[config.mk]
export PLATFORM = sky130hd
export DESIGN_NAME = regfile_wb_arbiter_flat
export DESIGN_NICKNAME = d
export VERILOG_FILES = /design/src/rtl/regfile_pkg.sv /design/src/rtl/regfile_wb_arbiter_if.sv /design/src/rtl/regfile_wb_arbiter_hold_slot.sv /design/src/rtl/regfile_wb_arbiter.sv /design/src/flat_wrapper.sv
export SDC_FILE = /design/constraint.sdc
export NUM_CORES = 1
export LEC_CHECK = 0
export CELL_PAD_IN_SITES_DETAIL_PLACEMENT = 0
export CELL_PAD_IN_SITES_GLOBAL_PLACEMENT = 1
export CORE_ASPECT_RATIO = 1.4
export CORE_MARGIN = 2
export CORE_UTILIZATION = 39
export DETAILED_ROUTE_END_ITERATION = 12
export GPL_TIMING_DRIVEN = 0
export PLACE_DENSITY = 0.77
export SKIP_LAST_GASP = 1
export SLEW_MARGIN = 10
export SYNTH_ARGS = -nofsm -noshare
export SYNTH_HDL_FRONTEND = slang
export SYNTH_HIERARCHICAL = 1
export SYNTH_SLANG_ARGS = --single-unit
[constraint.sdc]
create_clock -name clk -period 2.34 [get_ports clk]
set_input_delay 0.351 -clock clk [delete_from_list [all_inputs] [get_ports clk]]
set_output_delay 0.351 -clock clk [all_outputs]
set_load 0.03 [all_outputs]
[src/rtl/regfile_pkg.sv]
// Shared widths, write-back request payload and address decode helper.
package regfile_pkg;

  localparam int unsigned DATA_W   = 16;
  localparam int unsigned ADDR_W   = 4;
  localparam int unsigned NUM_REGS = 16;

  typedef struct packed {
    logic [ADDR_W-1:0] addr;
    logic [DATA_W-1:0] data;
  } wb_req_t;

  // One-hot decode of a register address into a register mask.
  function automatic logic [NUM_REGS-1:0] onehot_addr(input logic [ADDR_W-1:0] addr);
    onehot_addr = NUM_REGS'(1) << addr;
  endfunction

endpackage

[src/rtl/regfile_wb_arbiter_if.sv]
// Write-back requester handshakes plus the register file write port.
interface regfile_wb_arbiter_if;
  import regfile_pkg::*;

  logic                wb0_valid;
  logic [ADDR_W-1:0]   wb0_addr;
  logic [DATA_W-1:0]   wb0_data;
  logic                wb0_ready;
  logic                wb1_valid;
  logic [ADDR_W-1:0]   wb1_addr;
  logic [DATA_W-1:0]   wb1_data;
  logic                wb1_ready;
  logic                RegWrite;
  logic [ADDR_W-1:0]   AddrC;
  logic [DATA_W-1:0]   BusC;
  logic [NUM_REGS-1:0] busy_mask;

  modport master (
    output wb0_valid, wb0_addr, wb0_data, wb1_valid, wb1_addr, wb1_data,
    input  wb0_ready, wb1_ready, RegWrite, AddrC, BusC, busy_mask
  );

  modport slave (
    input  wb0_valid, wb0_addr, wb0_data, wb1_valid, wb1_addr, wb1_data,
    output wb0_ready, wb1_ready, RegWrite, AddrC, BusC, busy_mask
  );

endinterface

[src/rtl/regfile_wb_arbiter_hold_slot.sv]
// One-entry hold buffer for a single write-back requester.
module wb_hold_slot
  import regfile_pkg::*;
(
  input  logic    clk,
  input  logic    rst,
  input  logic    flush,
  input  logic    load,
  input  logic    grant,
  input  wb_req_t inReq,
  output logic    slotValid,
  output wb_req_t entry,
  output logic    ready
);

  // Flush wins over a simultaneous load; a grant with a reload keeps the slot full.
  always_ff @(posedge clk or posedge rst) begin
    if (rst) begin
      slotValid <= 1'b0;
      entry     <= '0;
    end else if (flush) begin
      slotValid <= 1'b0;
    end else if (load) begin
      slotValid <= 1'b1;
      entry     <= inReq;
    end else if (grant) begin
      slotValid <= 1'b0;
    end
  end

  // Accept when empty, when being drained this cycle, or while flushing.
  assign ready = !rst && (flush || !slotValid || grant);

endmodule

[src/rtl/regfile_wb_arbiter.sv]
// Two-port write-back arbiter feeding the register file's single write port.
module regfile_wb_arbiter
  import regfile_pkg::*;
#(
  parameter bit ZERO_R0 = 1'b1
) (
  input logic                 clk,
  input logic                 rst,
  input logic                 flush,
  regfile_wb_arbiter_if.slave wb
);

  wb_req_t             req0In, req1In, slot0, slot1, grantReq;
  logic                slot0Valid, slot1Valid;
  logic                ready0, ready1;
  logic                load0, load1;
  logic                grant0, grant1, grantAny, tieGrant;
  logic                next0, next1;
  logic                rrPtr, ageTie, olderPort;
  logic                regWriteQ;
  logic [ADDR_W-1:0]   addrCQ;
  logic [DATA_W-1:0]   busCQ;
  logic [NUM_REGS-1:0] busyMask;

  assign req0In = '{addr: wb.wb0_addr, data: wb.wb0_data};
  assign req1In = '{addr: wb.wb1_addr, data: wb.wb1_data};
  assign load0  = wb.wb0_valid && ready0;
  assign load1  = wb.wb1_valid && ready1;

  wb_hold_slot u_slot0 (
    .clk(clk), .rst(rst), .flush(flush), .load(load0), .grant(grant0),
    .inReq(req0In), .slotValid(slot0Valid), .entry(slot0), .ready(ready0)
  );

  wb_hold_slot u_slot1 (
    .clk(clk), .rst(rst), .flush(flush), .load(load1), .grant(grant1),
    .inReq(req1In), .slotValid(slot1Valid), .entry(slot1), .ready(ready1)
  );

  // Grant the older slot; same-edge loads are resolved by the round-robin pointer.
  always_comb begin
    grant0   = 1'b0;
    grant1   = 1'b0;
    tieGrant = 1'b0;
    if (slot0Valid && slot1Valid) begin
      if (ageTie) begin
        tieGrant = 1'b1;
        grant0   = !rrPtr;
        grant1   = rrPtr;
      end else begin
        grant0   = !olderPort;
        grant1   = olderPort;
      end
    end else if (slot0Valid) begin
      grant0 = 1'b1;
    end else if (slot1Valid) begin
      grant1 = 1'b1;
    end
  end

  assign grantAny = grant0 || grant1;
  assign grantReq = grant1 ? slot1 : slot0;
  assign next0    = load0 || (slot0Valid && !grant0);
  assign next1    = load1 || (slot1Valid && !grant1);

  // Track load order of the two slots and advance the tie-break pointer.
  always_ff @(posedge clk or posedge rst) begin
    if (rst) begin
      rrPtr     <= 1'b0;
      ageTie    <= 1'b0;
      olderPort <= 1'b0;
    end else if (flush) begin
      rrPtr     <= 1'b0;
      ageTie    <= 1'b0;
      olderPort <= 1'b0;
    end else begin
      if (tieGrant) rrPtr <= !rrPtr;
      if (next0 && next1) begin
        if (load0 && load1) begin
          ageTie    <= 1'b1;
          olderPort <= 1'b0;
        end else if (load0) begin
          ageTie    <= 1'b0;
          olderPort <= 1'b1;
        end else if (load1) begin
          ageTie    <= 1'b0;
          olderPort <= 1'b0;
        end
      end else begin
        ageTie    <= 1'b0;
        olderPort <= 1'b0;
      end
    end
  end

  // Registered write port; a hardwired-zero R0 write is consumed but not enabled.
  always_ff @(posedge clk or posedge rst) begin
    if (rst) begin
      regWriteQ <= 1'b0;
      addrCQ    <= '0;
      busCQ     <= '0;
    end else if (flush) begin
      regWriteQ <= 1'b0;
    end else if (grantAny) begin
      regWriteQ <= !(ZERO_R0 && (grantReq.addr == '0));
      addrCQ    <= grantReq.addr;
      busCQ     <= grantReq.data;
    end else begin
      regWriteQ <= 1'b0;
    end
  end

  // Registers with a write still buffered or in flight to the register file.
  always_comb begin
    busyMask = '0;
    if (slot0Valid) busyMask = busyMask | onehot_addr(slot0.addr);
    if (slot1Valid) busyMask = busyMask | onehot_addr(slot1.addr);
    if (regWriteQ)  busyMask = busyMask | onehot_addr(addrCQ);
    if (ZERO_R0)    busyMask[0] = 1'b0;
  end

  assign wb.wb0_ready = ready0;
  assign wb.wb1_ready = ready1;
  assign wb.RegWrite  = regWriteQ;
  assign wb.AddrC     = addrCQ;
  assign wb.BusC      = busCQ;
  assign wb.busy_mask = busyMask;

endmodule
[src/flat_wrapper.sv]
// flat-port wrapper written by rule: the top's interface ports become plain ports
module regfile_wb_arbiter_flat import regfile_pkg::*;
#(
  parameter bit ZERO_R0 = 1'b1
)
  (clk, rst, flush, wb_wb0_valid, wb_wb0_addr, wb_wb0_data, wb_wb1_valid, wb_wb1_addr, wb_wb1_data, wb_wb0_ready, wb_wb1_ready, wb_RegWrite, wb_AddrC, wb_BusC, wb_busy_mask);
  regfile_wb_arbiter_if wb_i ();
  input logic clk;
  input logic rst;
  input logic flush;
  input wire logic [$bits(wb_i.wb0_valid)-1:0] wb_wb0_valid;
  input wire logic [$bits(wb_i.wb0_addr)-1:0] wb_wb0_addr;
  input wire logic [$bits(wb_i.wb0_data)-1:0] wb_wb0_data;
  input wire logic [$bits(wb_i.wb1_valid)-1:0] wb_wb1_valid;
  input wire logic [$bits(wb_i.wb1_addr)-1:0] wb_wb1_addr;
  input wire logic [$bits(wb_i.wb1_data)-1:0] wb_wb1_data;
  output wire logic [$bits(wb_i.wb0_ready)-1:0] wb_wb0_ready;
  output wire logic [$bits(wb_i.wb1_ready)-1:0] wb_wb1_ready;
  output wire logic [$bits(wb_i.RegWrite)-1:0] wb_RegWrite;
  output wire logic [$bits(wb_i.AddrC)-1:0] wb_AddrC;
  output wire logic [$bits(wb_i.BusC)-1:0] wb_BusC;
  output wire logic [$bits(wb_i.busy_mask)-1:0] wb_busy_mask;
  assign wb_i.wb0_valid = wb_wb0_valid;
  assign wb_i.wb0_addr = wb_wb0_addr;
  assign wb_i.wb0_data = wb_wb0_data;
  assign wb_i.wb1_valid = wb_wb1_valid;
  assign wb_i.wb1_addr = wb_wb1_addr;
  assign wb_i.wb1_data = wb_wb1_data;
  assign wb_wb0_ready = wb_i.wb0_ready;
  assign wb_wb1_ready = wb_i.wb1_ready;
  assign wb_RegWrite = wb_i.RegWrite;
  assign wb_AddrC = wb_i.AddrC;
  assign wb_BusC = wb_i.BusC;
  assign wb_busy_mask = wb_i.busy_mask;
  regfile_wb_arbiter #(.ZERO_R0(ZERO_R0)) u_core (.clk(clk), .rst(rst), .flush(flush), .wb(wb_i));
endmodule
==> results_dict.tcl, run 1 <==
set metrics [dict create \
    globalRouteTotalUtil 0.2045 \
    start_util 0.3972 \
    synthArstFlopShare 1.000 \
    worst_pin_slew_ns 0.9697 \
    vias 2940 \
    period_needed_ns 2.366 \
    yosysSeqAreaShare 0.4632 \
    ys_types 33 \
    seqPwrFrac 0.384 \
    syn-instance-count 318 \
    die_y_microns 117.1 \
    final.setup_skew_ns 0.003671 \
    synth-edff-count 0 \
    internal_power_mw 2.912 \
    finalSetupViolCount 1 \
    diodes 0 \
    nNetsFinal 463 \
    syn_area_sq_um 3566 \
    clock_path_buffers 2 \
    syn_avg_cell_area_sq_um 11.21 \
    firstDrtPassIters 4 \
    fp.dieW_microns 84.82 \
    clkTransAtPathRegs_ns 0.05 \
    switching_share 0.3153 \
    rsz0062_at_grt "yes" \
    cts.sinks 66 \
    antenna_found_initial 0 \
    gr-total-overflow 0 \
    place_hpwl_microns 7052 \
    crit_required_ns 1.99 \
    p_leak_nw 2.184 \
    critical_path_peak_fanout 7 \
    synth_nets 363 \
    setup_ws_ns -0.02595 \
    pre_cts_ws_ns -0.4630 \
    setup.worst_path.end_class "primary output" \
    power.density_nw_per_um2 864.9 \
    avgViaCountPerCell 5.547 \
    cp.arrival_ns 2.01 \
    power.share.clock 0.315 \
    cts_buffers 9 \
    grt_max_degree 25 \
    hold_path.class "reg2reg" \
    final_cell_mix "dfrtp_1, clkdlybuf4s50_1, nand2_1" \
    status "finished with violations" \
    grt_pass1_vias 2938 \
    violations "setup timing" \
    dieArea_sq_um 9935 \
    drive_gt1_frac 0.2340 \
    relSlewSlack 0.3528 \
    grt_pass1_wl_microns 15530 \
    regArea_sq_um 1652 \
    nFillCells 773 \
    hold_depth 1 \
    slew_viol_final 0 \
    hold_violations 0 \
    max_freq_mhz 422.7 \
    io_buffers 82 \
    clock_latency_ns 0.33 \
    ff2ff_path_depth 9 \
    io_pins 84 \
    critPathKind "reg2out" \
    ys_warn_count 6 \
    multiInputGateArea_sq_um 1739 \
    hold_buffers 0 \
    num_rows 41 \
    cp-start-kind "flip-flop" \
    fin_crit_sh 1.011 \
    avgRoutedWirePerCell_microns 18.62 \
    tns_ns -0.02595 \
    final_common_cell "dfrtp_1" \
    drt-initial-drc-count 199 \
    postLayoutCoreUtil 0.5477 \
    cts_tree "done" \
    h-tree-depth 3 \
    root_buffer "clkbuf_16" \
    synth_ff_type "dfrtp_1" \
    synth-seq-cells 66 \
    cap_violations 0 \
    core_area_sq_um 8977 \
    comb_power_share 0.301 \
    wirelength_microns 9867 \
    switchingPower_mw 1.341 \
    gp_congestion 0.8781 \
    irDropWorstVdd_mv 0.4876 \
    syn_to_final_growth_pct 37.89 \
    drc 0 \
    ant_nets 0 \
]
==> cell families (layout without fill, tap and decap cells) <==
kind of cell / Yosys count / in the layout / share of synthesized area
AOI/OAI and AO/OA: 61 / 61 / 0.1382
xor gates and xnor gates: 1 / 1 / 0.002457
buffers and inverters: 36 / 141 / 0.05754
DFF: 66 / 66 / 0.4632
muxes: 43 / 43 / 0.1782
other: 1 / 1 / 0.001052
and+or+nand+nor: 110 / 110 / 0.1593
==> timing repair <==
action                     in CTS  in global routing
setup endpoints to repair      57                 48
cloned                          2                  0
pin swaps                       0                  1
gates resized for setup        25                 17
setup buffers                   2                  4
==> area by class of cell <==
cell class / count / area share
Sequential cell: 66 / 0.3359
Tap cell: 107 / 0.02723
Buffer: 25 / 0.03944
Inverter: 10 / 0.009160
Timing Repair Buffer: 88 / 0.1718
Multi-Input combinational cell: 216 / 0.3537
Clock buffer: 14 / 0.05369
Clock inverter: 2 / 0.007125
Timing Repair inverter: 2 / 0.002036
==> worst max-delay path, cell delays in order, from the launching register on <==
cell	delay, ns
dfrtp_1	0.40
mux2i_2	0.30
buf_6	0.17
a21oi_4	0.07
nand2b_1	0.18
o21a_1	0.21
dlygate4sd2_1	0.36
==> sequential cells by signal, indices dropped and copies added, names as in the netlist <==
register	count
u_core/ageTie	1
u_core/wb.AddrC	4
u_core/wb.RegWrite	1
u_core/wb.BusC	16
u_core/rrPtr	1
u_core/olderPort	1
u_core/u_slot0/entry	20
u_core/u_slot0/slotValid	1
u_core/u_slot1/entry	20
u_core/u_slot1/slotValid	1
==> synthesized netlist by cell type, types with 6 or more instances <==
master | number | share of area
dfrtp_1 | 66 | 0.46
nand2_1 | 43 | 0.045
mux2_4 | 41 | 0.17
nand3_1 | 37 | 0.052
o2111ai_1 | 21 | 0.052
o211ai_1 | 19 | 0.040
a22oi_1 | 10 | 0.021
inv_1 | 10 | 0.011
clkbuf_1 | 9 | 0.0095
buf_2 | 8 | 0.011
and3b_1 | 6 | 0.015
nor2b_1 | 6 | 0.011
==> path summary, 6_finish.rpt <==
check,startpoint,end,slack [ns]
setup / recovery,u_core/ageTie,wb_wb1_ready,-0.03
hold / removal,u_core/u_slot0/entry[16],u_core/u_slot0/entry[16],0.51
setup reg to reg,u_core/ageTie,u_core/u_slot0/entry[16],0.02
hold reg to reg,u_core/u_slot0/entry[16],u_core/u_slot0/entry[16],0.51
max in group asynchronous,rst,u_core/wb.BusC[13],0.82
min in group asynchronous,rst,u_core/u_slot0/entry[12],0.72
==> metal layers <==
layer | vias up | part of all wire | track usage
met4 | 0 | 0.031 | 0.09312
met2 | 113 | 0.52 | 0.3627
li1 | 1371 | - | -
met3 | 18 | 0.048 | 0.03086
met5 | - | 0 | 0
met1 | 1438 | 0.40 | 0.2461
==> stage by stage <==
| stage | cell area (sq um) | std cells | hold slack (ns) | power, mW |
|---|---|---|---|---|
| final | 4917 | 530 | 0.5053 | 4.253 |
| after global routing | 4917 | 530 | 0.5274 | 4.452 |
| after floorplan | 3566 | 318 | 0.3361 | 2.387 |
| after detailed placement | 4521 | 507 | 0.4902 | 2.916 |
| after CTS | 4852 | 527 | 0.5081 | 4.292 |
| after global placement | 4521 | 507 | 0.4979 | 2.901 |
==> power by group through the flow <==
stage          Clock, mW  Combinational (mW)  Sequential (mW)
3_5_place_dp           0                1.27             1.65
4_1_cts             1.38                1.28             1.63
5_1_grt             1.42                1.36             1.67
2_1_floorplan          0               0.601             1.79
6_report            1.34                1.28             1.63
3_3_place_gp           0                1.26             1.64
Note: power is estimated with default switching activity, not from simulation.
==> run 2, diff against run 1 <==
--- a/config.mk
+++ b/config.mk
@@ -7,10 +7,10 @@
 export LEC_CHECK = 0
 export CELL_PAD_IN_SITES_DETAIL_PLACEMENT = 0
 export CELL_PAD_IN_SITES_GLOBAL_PLACEMENT = 1
-export CORE_ASPECT_RATIO = 1.4
 export CORE_MARGIN = 2
 export CORE_UTILIZATION = 39
 export DETAILED_ROUTE_END_ITERATION = 12
+export GPL_ROUTABILITY_DRIVEN = 0
 export GPL_TIMING_DRIVEN = 0
 export PLACE_DENSITY = 0.77
 export SKIP_LAST_GASP = 1
==> run 2 against run 1 <==
Compared with the run above: the run now ends clean; sequential cell count unchanged; clock power decreased by 29%; total power decreased by 9.6%; final cell count decreased by 0.38%; sequential power about the same; first-iteration DRC count decreased by 20%; combinational power about the same; global-route usage increased by 0.44 points.
==> results_dict.tcl, run 2 (same netlist as run 1, synthesis figures left out) <==
set metrics [dict create \
    gr-total-overflow 0 \
    cp.arrival_ns 2.46 \
    place_hpwl_microns 6821 \
    placed_area_sq_um 4522 \
    num_rows 34 \
    postLayoutCoreUtil 0.5409 \
    crit_path_frequent_cell "mux2_4" \
    hold_path.class "reg2reg" \
    grt_max_degree 25 \
    period_needed_ns 2.232 \
    root_buffer "clkbuf_8" \
    use_met3 0.05271 \
    worst_pin_slew_ns 0.9655 \
    finalSetupViolCount 0 \
    core_area_sq_um 8806 \
    grt_util_met2 0.3514 \
    grt_pass1_vias 3044 \
    fin_crit_sh 0.9540 \
    setup_ws_ns 0.1077 \
    cts_buffers 9 \
    power.density_nw_per_um2 807.0 \
    nFillCells 801 \
    status "complete, no violations" \
    start_util 0.4049 \
    grt_util_met1 0.2711 \
    relSlewSlack 0.3556 \
    rsz0062_at_grt "yes" \
    final_common_cell "dfrtp_1" \
    die_y_microns 99.62 \
    irDropWorstVdd_mv 0.3824 \
    postLayoutCellArea_sq_um 4763 \
    p_leak_nw 2.100 \
    clock_latency_ns 0.34 \
    hold_violations 0 \
    drive_gt1_frac 0.2262 \
    slew_viol_final 0 \
    cp-start-kind "flip-flop" \
    avgRoutedWirePerCell_microns 18.71 \
    drt-initial-drc-count 159 \
    final.setup_skew_ns 0.01130 \
    clkTransAtPathRegs_ns 0.07 \
    diodes 0 \
    critPathKind "reg2reg" \
    cts.sinks 66 \
    pre_cts_ws_ns -0.4701 \
    wirelength_microns 9880 \
    vias 2882 \
    globalRouteTotalUtil 0.2089 \
    crit_required_ns 2.57 \
    cts_tree "done" \
    busiest_layer "met2" \
    max_freq_mhz 448.0 \
    critPathSlowestCell "dfrtp_1" \
    path_cells "mux2_4 > a21oi_1 > nand2b_1 > o21a_1 > and2_1 > nor2b_4 > buf_6 > mux2_4" \
    setup.worst_path.end_class "flip-flop" \
    syn_to_final_growth_pct 33.58 \
    nNetsFinal 460 \
    critPathMaxStageDelay_ns 0.43 \
    grt_pass1_wl_microns 16120 \
    drc 0 \
    cap_violations 0 \
    io_pins 84 \
    fp.dieW_microns 99.62 \
    ant_nets 0 \
    avgViaCountPerCell 5.458 \
    io_buffers 82 \
    firstDrtPassIters 4 \
    antenna_found_initial 0 \
    final_cell_mix "dfrtp_1, clkdlybuf4s50_1, nand2_1" \
    clock_path_buffers 2 \
    h-tree-depth 3 \
    dieArea_sq_um 9924 \
    critical_path_peak_fanout 10 \
]
## run 2: worst max-delay path: cells and delay by family (launching register included)
| kind | cells | cell delay [ns] |
|---|---|---|
| muxes | 2 | 0.68 |
| and+or+nand+nor | 3 | 0.50 |
| buffers and inverters | 1 | 0.21 |
| DFF | 1 | 0.43 |
| AOI/OAI and AO/OA | 2 | 0.28 |
## run 2: metrics by stage
stage               setup TNS (ns)  total power [mW]  instances  hold slack [ns]
floorplan                        0             2.387        318           0.3361
detailed placement          -17.63             2.908        508           0.4926
global route             -0.006886             4.032        528           0.5294
CTS                        -0.1207             3.859        528           0.5138
finish                           0             3.844        528           0.5103
global placement            -16.33             2.883        508           0.4926
## run 2: path summary, 6_finish.rpt
kind,startpoint,endpoint,slack (ns),depth (start not counted)
worst max-delay path,u_core/ageTie,u_core/u_slot0/entry[0],0.11,8
worst min-delay path,u_core/wb.BusC[4],u_core/wb.BusC[4],0.51,2
worst max register to register,u_core/ageTie,u_core/u_slot0/entry[0],0.11,8
worst min register to register,u_core/wb.BusC[4],u_core/wb.BusC[4],0.51,2
max in group asynchronous,rst,u_core/wb.BusC[5],0.89,2
min in group asynchronous,rst,u_core/u_slot0/entry[5],0.65,3
## run 2: metal layers
metal / wire (microns) / share of wire
met1: 4553 / 0.46
met2: 4746 / 0.48
met3: 480 / 0.049
met4: 99 / 0.010
met5: 0 / 0
## run 2: report_power, final
part | total, mW | switching (mW) | internal (mW) | leakage, nW
clock | 0.948 | 0.452 | 0.496 | 0.0945
sequential | 1.61 | 0.213 | 1.40 | 0.808
combinational | 1.28 | 0.661 | 0.623 | 1.20
total | 3.84 | 1.33 | 2.52 | 2.10
## run 2: repair_timing
item	4_1_cts	5_1_grt
endpoints found under the setup margin	57	37
buffers inserted	2	1
hold buffers	0	0
resized for setup	26	14
pin swaps	0	1
cloned	2	0
## run 2: final cells by class
cell class,count,area (sq um),share of cell area
flip-flops and latches,66,1652,0.3467
clock inverters,4,52.55,0.01103
well taps,108,135.1,0.02837
repair buffers,85,814.5,0.1710
plain buffers,25,186.4,0.03914
inverters,10,45.04,0.009456
repair inverters,2,10.01,0.002101
clock buffers,12,135.1,0.02837
multi-input cells,216,1733,0.3638
==> run 3, diff against run 2 <==
--- a/config.mk
+++ b/config.mk
@@ -5,6 +5,7 @@
 export SDC_FILE = /design/constraint.sdc
 export NUM_CORES = 1
 export LEC_CHECK = 0
+export CAP_MARGIN = 5
 export CELL_PAD_IN_SITES_DETAIL_PLACEMENT = 0
 export CELL_PAD_IN_SITES_GLOBAL_PLACEMENT = 1
 export CORE_MARGIN = 2
==> constraint.sdc (replaced) <==
create_clock -name clk -period 2.5 [get_ports clk]
set_input_delay 0.375 -clock clk [delete_from_list [all_inputs] [get_ports clk]]
set_output_delay 0.375 -clock clk [all_outputs]
set_load 0.03 [all_outputs]
==> run 3 against run 2 <==
Compared with the run above: sequential cell count did not move; clock skew fell by 0.0012 ns; die area did not move; cell area rose by 0.18%; largest cell class unchanged; largest power group unchanged; highest routed layer unchanged.
==> results_dict.tcl, run 3 (same netlist as run 1, synthesis figures left out) <==
set metrics [dict create \
    status "complete, no violations" \
    r2r_slack_ns 0.18 \
    postLayoutCellArea_sq_um 4772 \
    finalSetupViolCount 0 \
    place_hpwl_microns 6821 \
    p_leak_nw 2.142 \
    wirelength_microns 9857 \
    final_cell_mix "clkdlybuf4s50_1, dfrtp_1, nand2_1" \
    setup_ws_ns 0.01395 \
    dieArea_sq_um 9924 \
    gr-total-overflow 0 \
    critPathKind "reg2out" \
    cts_buffers 9 \
    placed_area_sq_um 4522 \
    start_util 0.4049 \
    avgRoutedWirePerCell_microns 18.70 \
    finalPower_mw 3.600 \
    crit_required_ns 2.12 \
    avgViaCountPerCell 5.472 \
    regArea_sq_um 1652 \
    critPathMaxStageDelay_ns 0.67 \
    grt_pass1_wl_microns 16100 \
    clock_path_buffers 2 \
    drc 0 \
    power.density_nw_per_um2 754.4 \
    cp-start-kind "flip-flop" \
    critPathSlowestCell "clkdlybuf4s50_1" \
    pre_cts_ws_ns -0.3581 \
    cp_top_family "buffers and inverters" \
    clock_latency_ns 0.34 \
    fp.dieW_microns 99.62 \
    io_buffers 82 \
    cp.arrival_ns 2.11 \
    cp.buffers_inverters 2 \
    ant_nets 0 \
    cap_violations 0 \
    worstReg2RegEnd "u_core/u_slot1/entry[1]" \
    clkTransAtPathRegs_ns 0.07 \
    critical_path.startpoint "u_core/u_slot1/entry[16]" \
    cts.sinks 66 \
    multiInputGateArea_sq_um 1730 \
    final_common_cell "clkdlybuf4s50_1" \
    grt_pass1_vias 3045 \
    max_freq_mhz 402.2 \
    hold_violations 0 \
    num_rows 34 \
    grt_max_degree 25 \
    slew_viol_final 0 \
    drt-initial-drc-count 142 \
    path_cells "clkbuf_2 > nor2b_1 > a22oi_1 > nand2_1 > clkdlybuf4s50_1" \
    worstSetupPathDepth 5 \
    vias 2884 \
    drive_gt1_frac 0.2172 \
    worst_pin_slew_ns 0.9629 \
    root_buffer "clkbuf_8" \
    holdWs_ns 0.5103 \
    rsz0062_at_grt "yes" \
    irDropWorstVdd_mv 0.3567 \
    ff2ff_path_depth 10 \
    hold_path.class "reg2reg" \
    setup.worst_path.end_class "primary output" \
    critical_path_peak_fanout 9 \
    period_needed_ns 2.486 \
    nNetsFinal 459 \
    firstDrtPassIters 5 \
    fin_crit_sh 0.9944 \
    antenna_found_initial 0 \
    io_pins 84 \
    relSlewSlack 0.3574 \
    core_area_sq_um 8806 \
    reg2reg_from "u_core/ageTie" \
    diodes 0 \
    die_y_microns 99.62 \
    critical_path.endpoint "wb_busy_mask[5]" \
    globalRouteTotalUtil 0.2088 \
    syn_to_final_growth_pct 33.82 \
    h-tree-depth 3 \
    cts_tree "done" \
    final.setup_skew_ns 0.01012 \
    nFillCells 802 \
]
run 3: cell type report:
type                            instances  area share
Clock buffer                           12     0.02832
Timing Repair inverter                  2    0.002098
Buffer                                 25     0.03487
Clock inverter                          4     0.01101
Inverter                               10    0.009439
Timing Repair Buffer                   84      0.1772
Sequential cell                        66      0.3461
Multi-Input combinational cell        216      0.3626
Tap cell                              108     0.02832
run 3: timing repair:
item | CTS | global route
endpoints found under the setup margin | 11 | 13
pin swaps | 0 | 0
gates resized for setup | 11 | 11
setup buffers | 2 | 0
hold buffers | 0 | 0
gates cloned | 2 | 0
run 3: worst min path at each step:
stage,start,depth (start not counted),to,slack [ns]
after global routing,u_core/u_slot0/entry[7],1,u_core/u_slot0/entry[7],0.53
final,u_core/wb.BusC[4],2,u_core/wb.BusC[4],0.51
after global placement,u_core/u_slot0/entry[16],1,u_core/u_slot0/entry[16],0.49
after floorplan,rst,1,u_core/u_slot0/entry[0],0.36
after CTS,u_core/u_slot0/entry[17],1,u_core/u_slot0/entry[17],0.51
after detailed placement,u_core/u_slot0/entry[17],1,u_core/u_slot0/entry[17],0.49
run 3: worst min-delay path, delay by kind of cell, from the launching register on:
| kind | cells | cell delay (ns) |
|---|---|---|
| flip-flops | 1 | 0.35 |
| AND/OR/NAND/NOR | 2 | 0.13 |
run 3: per-stage QoR:
stage	utilization	std cells	setup TNS, ns
2_1_floorplan	-	318	0
3_3_place_gp	0.5135	508	-10.67
3_5_place_dp	0.5135	508	-11.97
4_1_cts	0.5401	528	0
5_1_grt	0.5419	527	-0.3555
6_report	0.5419	527	0
run 3: layer usage:
| metal | track usage | share of wire | vias up |
|---|---|---|---|
| li1 | - | - | 1357 |
| met1 | 0.2702 | 0.46 | 1425 |
| met2 | 0.3524 | 0.48 | 96 |
| met3 | 0.05200 | 0.049 | 6 |
| met4 | 0.05058 | 0.0086 | 0 |
| met5 | 0 | 0 | - |
run 3: where the power goes:
part           leakage, nW  total (mW)  internal, mW  switching (mW)
Clock               0.0945       0.886         0.464           0.422
Combinational         1.24        1.21         0.589           0.617
Sequential           0.808        1.51          1.31           0.198
Total                 2.14        3.60          2.36            1.24
